### src/rtl/booth_pkg.sv
// booth_pkg
//   Shared types for the radix-4 Booth multiplier family.
//   - state_t      : control states of the sequential engine (IDLE/RUN/DONE)
//   - booth_code_t : recoded digit selected by one 3-bit multiplier window
//   - booth_decode : maps a window {b[2k+1], b[2k], b[2k-1]} to its digit
package booth_pkg;

  typedef enum logic [1:0] {
    IDLE = 2'd0,
    RUN  = 2'd1,
    DONE = 2'd2
  } state_t;

  // Recoded digit values: 0, +1, +2, -1, -2 times the multiplicand.
  typedef enum logic [2:0] {
    ZERO = 3'd0,
    P1   = 3'd1,
    P2   = 3'd2,
    M1   = 3'd3,
    M2   = 3'd4
  } booth_code_t;

  function automatic booth_code_t booth_decode(input logic [2:0] window);
    booth_code_t code;
    case (window)
      3'b001, 3'b010: code = P1;
      3'b011:         code = P2;
      3'b100:         code = M2;
      3'b101, 3'b110: code = M1;
      default:        code = ZERO;  // 000 and 111
    endcase
    return code;
  endfunction

endpackage

### src/rtl/booth_r4_enc.sv
// booth_r4_enc
//   Combinational radix-4 Booth digit encoder. Turns one 3-bit multiplier
//   window into the corresponding multiple of the multiplicand, in 2N-bit
//   two's complement. Shared with the fully parallel multiplier.
// Ports:
//   i_window   [2:0]     {mr[2k+1], mr[2k], mr[2k-1]}
//   i_md_ext   [2N-1:0]  multiplicand, already sign-extended to 2N bits
//   o_multiple [2N-1:0]  0, +md, +2md, -md or -2md
module booth_r4_enc
  import booth_pkg::*;
#(
  parameter int N = 32
) (
  input  logic [2:0]     i_window,
  input  logic [2*N-1:0] i_md_ext,
  output logic [2*N-1:0] o_multiple
);

  booth_code_t w_code;

  // The multiplicand arrives sign-extended so that 2*md and -2*md of the
  // most negative operand are still representable (e.g. -2*(-2^(N-1)) = 2^N).
  always_comb begin
    w_code     = booth_decode(i_window);
    o_multiple = '0;
    case (w_code)
      P1:      o_multiple = i_md_ext;
      P2:      o_multiple = i_md_ext << 1;
      M1:      o_multiple = -i_md_ext;
      M2:      o_multiple = -(i_md_ext << 1);
      default: o_multiple = '0;
    endcase
  end

endmodule

### src/rtl/booth_r4_seq_arb.sv
// booth_r4_seq_arb
//   Iterative radix-4 Booth multiplier shared by two requesters. A round-robin
//   arbiter accepts one operand pair, then N/2 Booth windows are accumulated,
//   one partial product per clock, into a 2N-bit accumulator. The signed
//   product is returned with the owning requester's ID.
//
// Handshakes: a transfer happens on a rising clk edge where valid and ready
//   are both high. Requesters may raise or drop req_valid at any time before
//   that edge. req_ready is combinational and only ever asserted in IDLE
//   (never during reset); out_valid/out_data/out_id are held stable until
//   out_ready is seen high.
//
// Ports:
//   clk        clock, all state updates on posedge
//   reset      synchronous active-low reset
//   req_valid  [1:0]   per-requester operand valid
//   req_ready  [1:0]   per-requester accept (one-hot or zero)
//   req_md     [2N-1:0] multiplicands, requester i at [i*N +: N], signed
//   req_mr     [2N-1:0] multipliers, same packing, signed
//   out_valid  product available
//   out_ready  consumer accepts the product
//   out_data   [2N-1:0] signed product md*mr
//   out_id     requester that owns out_data
//   busy       high in RUN or DONE
//   dbg_state  [1:0]   current control state (booth_pkg::state_t encoding)
module booth_r4_seq_arb
  import booth_pkg::*;
#(
  parameter int N = 32
) (
  input  logic           clk,
  input  logic           reset,
  input  logic [1:0]     req_valid,
  output logic [1:0]     req_ready,
  input  logic [2*N-1:0] req_md,
  input  logic [2*N-1:0] req_mr,
  output logic           out_valid,
  input  logic           out_ready,
  output logic [2*N-1:0] out_data,
  output logic           out_id,
  output logic           busy,
  output logic [1:0]     dbg_state
);

  localparam int                 KW     = (N / 2 > 1) ? $clog2(N / 2) : 1;
  localparam logic [KW-1:0]      K_LAST = KW'(N / 2 - 1);

  state_t          r_state;
  state_t          w_next;

  logic [2*N-1:0]  r_md;      // sign-extended multiplicand
  logic [N-1:0]    r_mr;      // multiplier
  logic [2*N-1:0]  r_acc;
  logic [KW-1:0]   r_k;       // index of the window being added this cycle
  logic            r_id;
  logic            r_rr;      // requester with priority on a tie

  logic            w_grant_vld;
  logic            w_grant_id;
  logic            w_accept;
  logic [N-1:0]    w_sel_md;
  logic [N-1:0]    w_sel_mr;

  logic [N:0]      w_mr_ext;
  logic [N:0]      w_mr_sh;
  logic [2:0]      w_window;
  logic [2*N-1:0]  w_mult;
  logic [2*N-1:0]  w_mult_sh;
  logic [KW:0]     w_shamt;

  // ---------------------------------------------------------------------
  // Round-robin arbiter: r_rr wins ties, otherwise whoever is valid.
  // ---------------------------------------------------------------------
  always_comb begin
    w_grant_vld = 1'b0;
    w_grant_id  = r_rr;
    if (req_valid[r_rr]) begin
      w_grant_vld = 1'b1;
      w_grant_id  = r_rr;
    end else if (req_valid[~r_rr]) begin
      w_grant_vld = 1'b1;
      w_grant_id  = ~r_rr;
    end
  end

  // No grant while reset is asserted so req_ready reads zero during reset.
  assign w_accept = (r_state == IDLE) && reset && w_grant_vld;

  assign w_sel_md = w_grant_id ? req_md[2*N-1:N] : req_md[N-1:0];
  assign w_sel_mr = w_grant_id ? req_mr[2*N-1:N] : req_mr[N-1:0];

  // ---------------------------------------------------------------------
  // Booth window k = {mr[2k+1], mr[2k], mr[2k-1]} with mr[-1] = 0:
  // append a zero below the LSB and shift the window down to bit 0.
  // ---------------------------------------------------------------------
  assign w_shamt   = {r_k, 1'b0};
  assign w_mr_ext  = {r_mr, 1'b0};
  assign w_mr_sh   = w_mr_ext >> w_shamt;
  assign w_window  = w_mr_sh[2:0];

  booth_r4_enc #(
    .N(N)
  ) u_enc (
    .i_window   (w_window),
    .i_md_ext   (r_md),
    .o_multiple (w_mult)
  );

  // Weight of window k is 4^k; the sum wraps modulo 2^(2N) by width.
  assign w_mult_sh = w_mult << w_shamt;

  // ---------------------------------------------------------------------
  // FSM: state register
  // ---------------------------------------------------------------------
  always_ff @(posedge clk) begin
    if (!reset) begin
      r_state <= IDLE;
    end else begin
      r_state <= w_next;
    end
  end

  // ---------------------------------------------------------------------
  // FSM: next-state logic
  // ---------------------------------------------------------------------
  always_comb begin
    w_next = r_state;
    case (r_state)
      IDLE:    if (w_accept) w_next = RUN;
      RUN:     if (r_k == K_LAST) w_next = DONE;
      DONE:    if (out_ready) w_next = IDLE;
      default: w_next = IDLE;
    endcase
  end

  // ---------------------------------------------------------------------
  // FSM: outputs
  // ---------------------------------------------------------------------
  always_comb begin
    req_ready = 2'b00;
    if (w_accept) begin
      req_ready[w_grant_id] = 1'b1;
    end
    out_valid = (r_state == DONE);
    out_data  = (r_state == DONE) ? r_acc : '0;
    out_id    = (r_state == DONE) ? r_id : 1'b0;
    busy      = (r_state == RUN) || (r_state == DONE);
    dbg_state = r_state;
  end

  // ---------------------------------------------------------------------
  // Operand latch, window counter, accumulator and arbitration pointer.
  // ---------------------------------------------------------------------
  always_ff @(posedge clk) begin
    if (!reset) begin
      r_md  <= '0;
      r_mr  <= '0;
      r_acc <= '0;
      r_k   <= '0;
      r_id  <= 1'b0;
      r_rr  <= 1'b0;
    end else begin
      case (r_state)
        IDLE: begin
          if (w_accept) begin
            r_md  <= {{N{w_sel_md[N-1]}}, w_sel_md};
            r_mr  <= w_sel_mr;
            r_acc <= '0;
            r_k   <= '0;
            r_id  <= w_grant_id;
            r_rr  <= ~w_grant_id;
          end
        end
        RUN: begin
          r_acc <= r_acc + w_mult_sh;
          r_k   <= r_k + KW'(1);
        end
        default: begin
        end
      endcase
    end
  end

endmodule

### config.mk
export PLATFORM = sky130hd
export DESIGN_NAME = booth_r4_seq_arb
export DESIGN_NICKNAME = d
export VERILOG_FILES = /design/src/rtl/booth_pkg.sv /design/src/rtl/booth_r4_enc.sv /design/src/rtl/booth_r4_seq_arb.sv
export SDC_FILE = /design/constraint.sdc
export NUM_CORES = 1
export LEC_CHECK = 0
export BUFFER_PORTS_ARGS = -buffer_cell sky130_fd_sc_hd__buf_2
export CORE_UTILIZATION = 42
export CTS_CLUSTER_SIZE = 28
export DETAILED_ROUTE_END_ITERATION = 7
export HOLD_SLACK_MARGIN = 0.15
export MAX_ROUTING_LAYER = met4
export PLACE_DENSITY_LB_ADDON = 0.1
export RECOVER_POWER = 50
export SLEW_MARGIN = 20
export SYNTH_ARGS = -nofsm -noshare
export SYNTH_HDL_FRONTEND = slang
export SYNTH_HIERARCHICAL = 1
export SYNTH_SLANG_ARGS = --single-unit
### constraint.sdc
create_clock -name clk -period 10.3 [get_ports clk]
set_input_delay 2.06 -clock clk [delete_from_list [all_inputs] [get_ports clk]]
set_output_delay 2.06 -clock clk [all_outputs]
set_load 0.02 [all_outputs]
# After elaboration in Yosys (flattened, before gate mapping)

Cells that the tools add are included.

Latch bits: 0
Output and inout bits: 71
Memories: 0
Bits in read-only memories: 0
Memory bits (writable): 0
Flip-flop bits (word level): 136

Multipliers: 0
$lt $le $gt $ge: 4
Bitwise operators: 2
Add/subtract/negate cells: 4
Equal/unequal tests: 16
Shift operators: 2
Multiplexer cells: 25
Divide/modulo/power cells: 0
Reduce and logical (&&, ||, !) cells: 11

Operator list:

| operator            | number |
|---|---|
| $pmux 64 s4         | 1 |
| $mux 64             | 2 |
| $neg 64->64         | 2 |
| $pmux 64 s2         | 1 |
| $add 64x64->64      | 1 |
| $mux 32             | 2 |
| $shl 64x5->64       | 1 |
| $shr 33x5->3        | 1 |
| $eq 3x2->1 const B  | 4 |
| $eq 3x3->1 const B  | 4 |
| $pmux 3 s4          | 1 |
| $mux 1              | 10 |
| $mux 2              | 4 |
| $pmux 4 s2          | 1 |
| $eq 3x1->1 const B  | 2 |
| $lt 1x2->1 const B  | 3 |
| $pmux 2 s3          | 1 |
| $add 4x1->4 const B | 1 |
| $eq 4x4->1 const B  | 1 |
| $mux 4              | 1 |
| $ne 2x2->1 const B  | 2 |
| $reduce_and 2->1    | 2 |
| $reduce_or 2->1     | 2 |
| $logic_and 1x1->1   | 3 |
| 10 further kinds    | 11 |

# Longest topological paths before layout

Word-level depth: 10
Mapped depth: 33

# Cells and area by module

The synthesis kept the hierarchy.

By module, submodules not included:

| module           | cells an instance | times used | seq. area each (sq um) | area each (sq um) |
|---|---|---|---|---|
| booth_r4_seq_arb | 1554              | 1          | 2722.6                 | 12594.6 |
| booth_r4_enc     | 594               | 1          | 0.0                    | 3649.8 |

# Worst setup path after synthesis

OpenSTA, ideal clock, no wires.

Kind: reg2reg
Start point: register r_md[31]
End point: register r_acc[63]
Data arrival time: 7.363 ns
Cell stages (with the launch flop): 23
Path slack: 2.819 ns
Library setup time: 0.117 ns
Clock period less this slack: 7.481 ns
Data required time: 10.183 ns
Cells stage by stage: dfxtp_1 -> clkbuf_1 -> nor4_2 -> nand2_1 -> o31ai_1 -> xnor2_1 -> nand2_1 -> o311ai_0 -> mux2_2 -> nor2_1 -> a21oi_1 -> mux4_2 -> ha_1 -> and3_4 -> nand2_2 -> or3_4 -> nor3_2 -> o211ai_2 -> a2111oi_4 -> o21ai_2 -> a311oi_2 -> mux2i_1 -> nand2_1

Cells in the longest elaborated chain, start to end: 5

Ends and longest elaborated chain:

| element                        | RTL line                               | text |
|---|---|---|
| start: declaration             | booth_r4_seq_arb.sv:51                 | `logic [2*N-1:0] r_md;` |
| start signal: assignment       | booth_r4_seq_arb.sv:166                | `r_md <= {{N{w_sel_md[N-1]}}, w_sel_md};` |
| $neg 64->64 (on tied branches) | booth_r4_enc.sv:30, booth_r4_enc.sv:29 |  |
| $pmux 64 s4 (*)                | booth_r4_enc.sv:26                     | `case (w_code)` |
| named net w_mult[38]           | booth_r4_seq_arb.sv:67                 | `logic [2*N-1:0] w_mult;` |
| $shl 64x5->64 (*)              | booth_r4_seq_arb.sv:110                | `assign w_mult_sh = w_mult << w_shamt;` |
| $add 64x64->64 (*)             | booth_r4_seq_arb.sv:175                | `r_acc <= r_acc + w_mult_sh;` |
| $pmux 64 s2 (*)                | booth_r4_seq_arb.sv:163                | `case (r_state)` |
| end signal: assignment         | booth_r4_seq_arb.sv:175                |  |
| end: declaration               | booth_r4_seq_arb.sv:53                 | `logic [2*N-1:0] r_acc;` |

Mark *: on every way through the listed nets, which the timed path passes. The rest lies on a longest branch.
A chain may end at the register's enable or synchronous reset.

# Worst setup path in the final report

Start point: register r_k[1]
End point: register r_acc[55]

Cells in the longest elaborated chain, start to end: 9

Ends and longest elaborated chain:

| element                                  | RTL line                | text |
|---|---|---|
| start: declaration                       | booth_r4_seq_arb.sv:54  | `logic [KW-1:0] r_k;` |
| start signal: assignment                 | booth_r4_seq_arb.sv:176 | `r_k <= r_k + KW'(1);` |
| $shr 33x5->3 (*)                         | booth_r4_seq_arb.sv:98  | `assign w_mr_sh = w_mr_ext >> w_shamt;` |
| named net w_mr_sh[0]                     | booth_r4_seq_arb.sv:65  | `logic [N:0] w_mr_sh;` |
| $eq 3x3->1, or another cell as far along | booth_pkg.sv:25         | `case (window)` |
| $reduce_or 2->1                          | booth_pkg.sv:25         |  |
| $pmux 3 s4 (*)                           | booth_pkg.sv:25         |  |
| $eq 3x3->1, or another cell as far along | booth_r4_enc.sv:26      |  |
| $pmux 64 s4 (*)                          | booth_r4_enc.sv:26      |  |
| named net w_mult[30]                     | booth_r4_seq_arb.sv:67  |  |
| $shl 64x5->64 (*)                        | booth_r4_seq_arb.sv:110 |  |
| $add 64x64->64 (*)                       | booth_r4_seq_arb.sv:175 |  |
| $pmux 64 s2 (*)                          | booth_r4_seq_arb.sv:163 |  |

Marked as above.

==> summary.md <==
| Metric | Value |
|---|---|
| MaxCap Viol Count | 4 |
| Post-Route WL | 55,800 µm |
| Rows | 71 |
| Routed WL per cell | 20.4 µm |
| Final-report max-slew violation count | 205 |
| Worst IR Drop VDD | 0.126 mV |
| Largest incremental delay on the critical path | 0.81 ns |
| Synth-to-Final Area Change | 10.3% |
| Synth Net Count | 2,350 |
| Vias | 16.5k |
| Num CTS Buffers | 17 |
| Setup CP Type | flop to flop |
| Async SR Flop Fraction | 0% |
| Starting Density | 42.9% |
| Main flop type after synthesis | dfxtp_1 |
| Crit-path cells | mux2_2, nand2_1, o21ai_0, mux4_2, nor2_1, nand2_2, buf_4, o311ai_0, mux4_2, nand2_1, nand2_1, nor2_1, a21oi_1, ha_1, a21o_1, a21o_1, a221oi_1, o21ai_1, a31oi_1, a2111oi_4, nand2b_2, a31oi_1, xor2_1, o21ai_1 |
| Overflow after GRT | 0 |
| Worst path slowest cell | dfxtp_4 |
| WP data arrival | 8.32 ns |
| Initial antenna violation count | 1 |
| Yosys warns | 6 |
| Seq/Total Area, Yosys | 16.8% |
| Final Instance Count excl. Fillers | 2,731 |
| Initial DRC Count | 1,365 |
| Switch share | 51.5% |
| Syn Area/Cell | 7.56 µm² |
| Fin Hold WS | 0.477 ns |
| Rel. slew slack | -60.0% |
| Post-layout minimum cycle time | 7.99 ns |
| Yosys reg bits | 136 |
| Vias in the first global route | 15.0k |
| Ranking of synthesized cells by area | dfxtp_1 (17%), mux2i_1 (7.6%), nand2_1 (6.4%), mux4_2 (6.0%), ha_1 (5.2%) |
| Die ar. | 39,500 µm² |
| Die span in x | 199 µm |
| RSZ-0062 raised after global routing | no |
| Nets | 2,409 |
| CP max FO | 54 |
| DP HPWL | 42,800 µm |
| Comb pwr share | 65.2% |
| Die Height | 199 µm |
| TritonCTS clock tree | yes |
| Period utilization | 77.6% |
| Setup TNS | 0 ns |
| Worst min path class | flop to flop |
| # DRC | 0 |
| Startpoint types | flop |
| Pleak | 7.68 nW |
| Dominant cell type by area after synthesis | dfxtp_1 |
| Clk_lat worst skew | 0.46 ns |
| Postcts setup bufs | 0 |
| Final setup viols | 0 |
| Synth cell count leaders | nand2_1 (276), clkbuf_1 (147), o21ai_0 (145) |
| Setup Skew | 0.0177 ns |
| Power Internal | 0.00190 W |
| CTS Buffer Depth | 2 |
| Vias per cell | 6.03 |
| Failing checks | capacitance limit, slew limit |
| Fillers | 3,922 |
| Area occupied by multi-input gates | 12,700 µm² |
| Hold buffers post-CTS | 0 |
| Reg power frac | 18.7% |
| First-pass GRT wire length | 86,700 µm |
| Post-Syn Area | 16,200 µm² |
| Drt first pass iters | 5 |
| # resized after CTS | 0 |
| Routability congestion estimate | 0.945 |
| Count leader, synth | nand2_1 |
| Clock power share | 16.1% |
| Outcome | finished, violations left |
| Fin. Hold Viols | 0 |
| Placed cell count | 2,699 |
| Worst path required time | 10.63 ns |
| PortBufs | 203 |
| Syn Inst Count | 2,148 |
| Post-synth EDFFs | 0 |
| Sw Pwr | 0.00202 W |
| Register area | 2740 µm² |
| Num ports | 204 |
| Max Freq | 125 MHz |
| PD cells | 219 nW/µm² |
| CP most frequent cell | nand2_1 |
| Measured slew at the worst slew-check pin | 2.40 ns |
| Antenna viol nets, final | 0 |
| Clk root buf | clkbuf_16 |
| Pin count of the biggest net entering global routing | 213 |
| Critical Path Sink Type | flop |
| Layout cells sized above 1 | 15.5% |
| Reg clk slew, reported paths | 0.07 ns |
| Sink Count | 136 |
| Total GRT Usage | 29.0% |
| Layout Utilization | 47.4% |
| Core ar. | 37,800 µm² |
| H-tree levels | 4 |
| Synth top area share | 16.8% |
| Pre-CTS setup slack | 2.42 ns |
| Worst setup margin | 2.31 ns |
| Ant diodes | 0 |
| Post-synth cell types | 86 |
## stage by stage
| step | instance area, µm² | total power (W) |
|---|---|---|
| after CTS | 18000 | 0.00390 |
| after global placement | 17400 | 0.00325 |
| after global routing | 17900 | 0.00420 |
| after detailed placement | 17400 | 0.00325 |
| after floorplan | 16200 | 0.00256 |
| final | 17900 | 0.00393 |
## worst max-delay path, delay by kind of cell (launching register included)
family	cells	cell delay, ns
AO/OA/AOI/OAI	11	2.73
XOR/XNOR	1	0.18
adder cells (fa/ha/maj)	1	0.40
buffers and inverters	1	0.40
flip-flops	1	0.81
multiplexers	3	1.56
AND/OR/NAND/NOR	7	1.74
## sequential cells by signal (all words and copies together), names as in the netlist
name	flops
r_k	4
r_md	32
r_mr	32
r_id	1
r_rr	1
dbg_state	2
r_acc	64
## power by group through the flow
stage,Combinational (W),Clock (W),Sequential (W)
finish,0.00256,0.000633,0.000734
global route,0.00278,0.000668,0.000746
CTS,0.00252,0.000647,0.000732
detailed placement,0.00251,0,0.000744
global placement,0.00250,0,0.000743
floorplan,0.00187,0,0.000693
## worst paths after layout
check | startpoint | endpoint | slack (ns) | cells after the start
worst min-delay path | r_acc[53]$_SDFFE_PN0P_ | r_acc[53]$_SDFFE_PN0P_ | 0.48 | 2
worst max register to register | r_k[1]$_SDFFE_PN0P_ | r_acc[55]$_SDFFE_PN0P_ | 2.31 | 24
worst min register to register | r_acc[53]$_SDFFE_PN0P_ | r_acc[53]$_SDFFE_PN0P_ | 0.48 | 2
worst max-delay path | r_k[1]$_SDFFE_PN0P_ | r_acc[55]$_SDFFE_PN0P_ | 2.31 | 24
## layer usage
layer  GRT usage (%)  vias up  routed length (µm)
met5               -        -                   0
met4            7.89        0                1100
met3            3.22       62                2980
met2            45.9      585               25700
met1            39.0     7739               26000
li1                -     8070                   -
## cells in the final DEF, fill, tap and decap left out, drive strengths merged, types with 14 or more instances in the layout
cell type  netlist  final
mux2            15     15
nor3            36     36
nand2b          16     16
nand3           33     33
or3             21     21
nand4           28     28
a211oi          20     20
nor2b           54     54
xnor2           57     57
a22oi           48     48
o211a           70     70
xor2            66     66
o211ai          14     14
mux2i          124    124
a221oi          14     14
nand2          277    277
a31oi           20     20
o31ai           18     18
inv             25     27
o22ai           18     18
a21o            44     44
nor2           139    139
o21ai          163    163
a21oi          132    132
buf             38    201
nor4            36     36
ha              68     68
and2            84     84
mux4            43     43
clkbuf         147     42
dfxtp          136    136
## kinds of logic after synthesis
| group | after synthesis | share of synthesized area (%) |
|---|---|---|
| XOR/XNOR | 123 | 6.63 |
| multiplexers | 182 | 14.6 |
| adder cells (fa/ha/maj) | 70 | 5.42 |
| flip-flops | 136 | 16.8 |
| buffers and inverters | 213 | 5.15 |
| AND/OR/NAND/NOR | 774 | 23.9 |
| AO/OA/AOI/OAI | 650 | 27.5 |
## final cells by class
cell class / count / share of cell area [%]
timing repair buffer: 225 / 6.47
clock buffer: 18 / 2.39
tap: 511 / 3.57
inverter: 28 / 0.587
sequential: 136 / 15.3
clock inverter: 14 / 0.838
multi-input combinational: 1799 / 70.9
(Power assumes the default switching activity.)
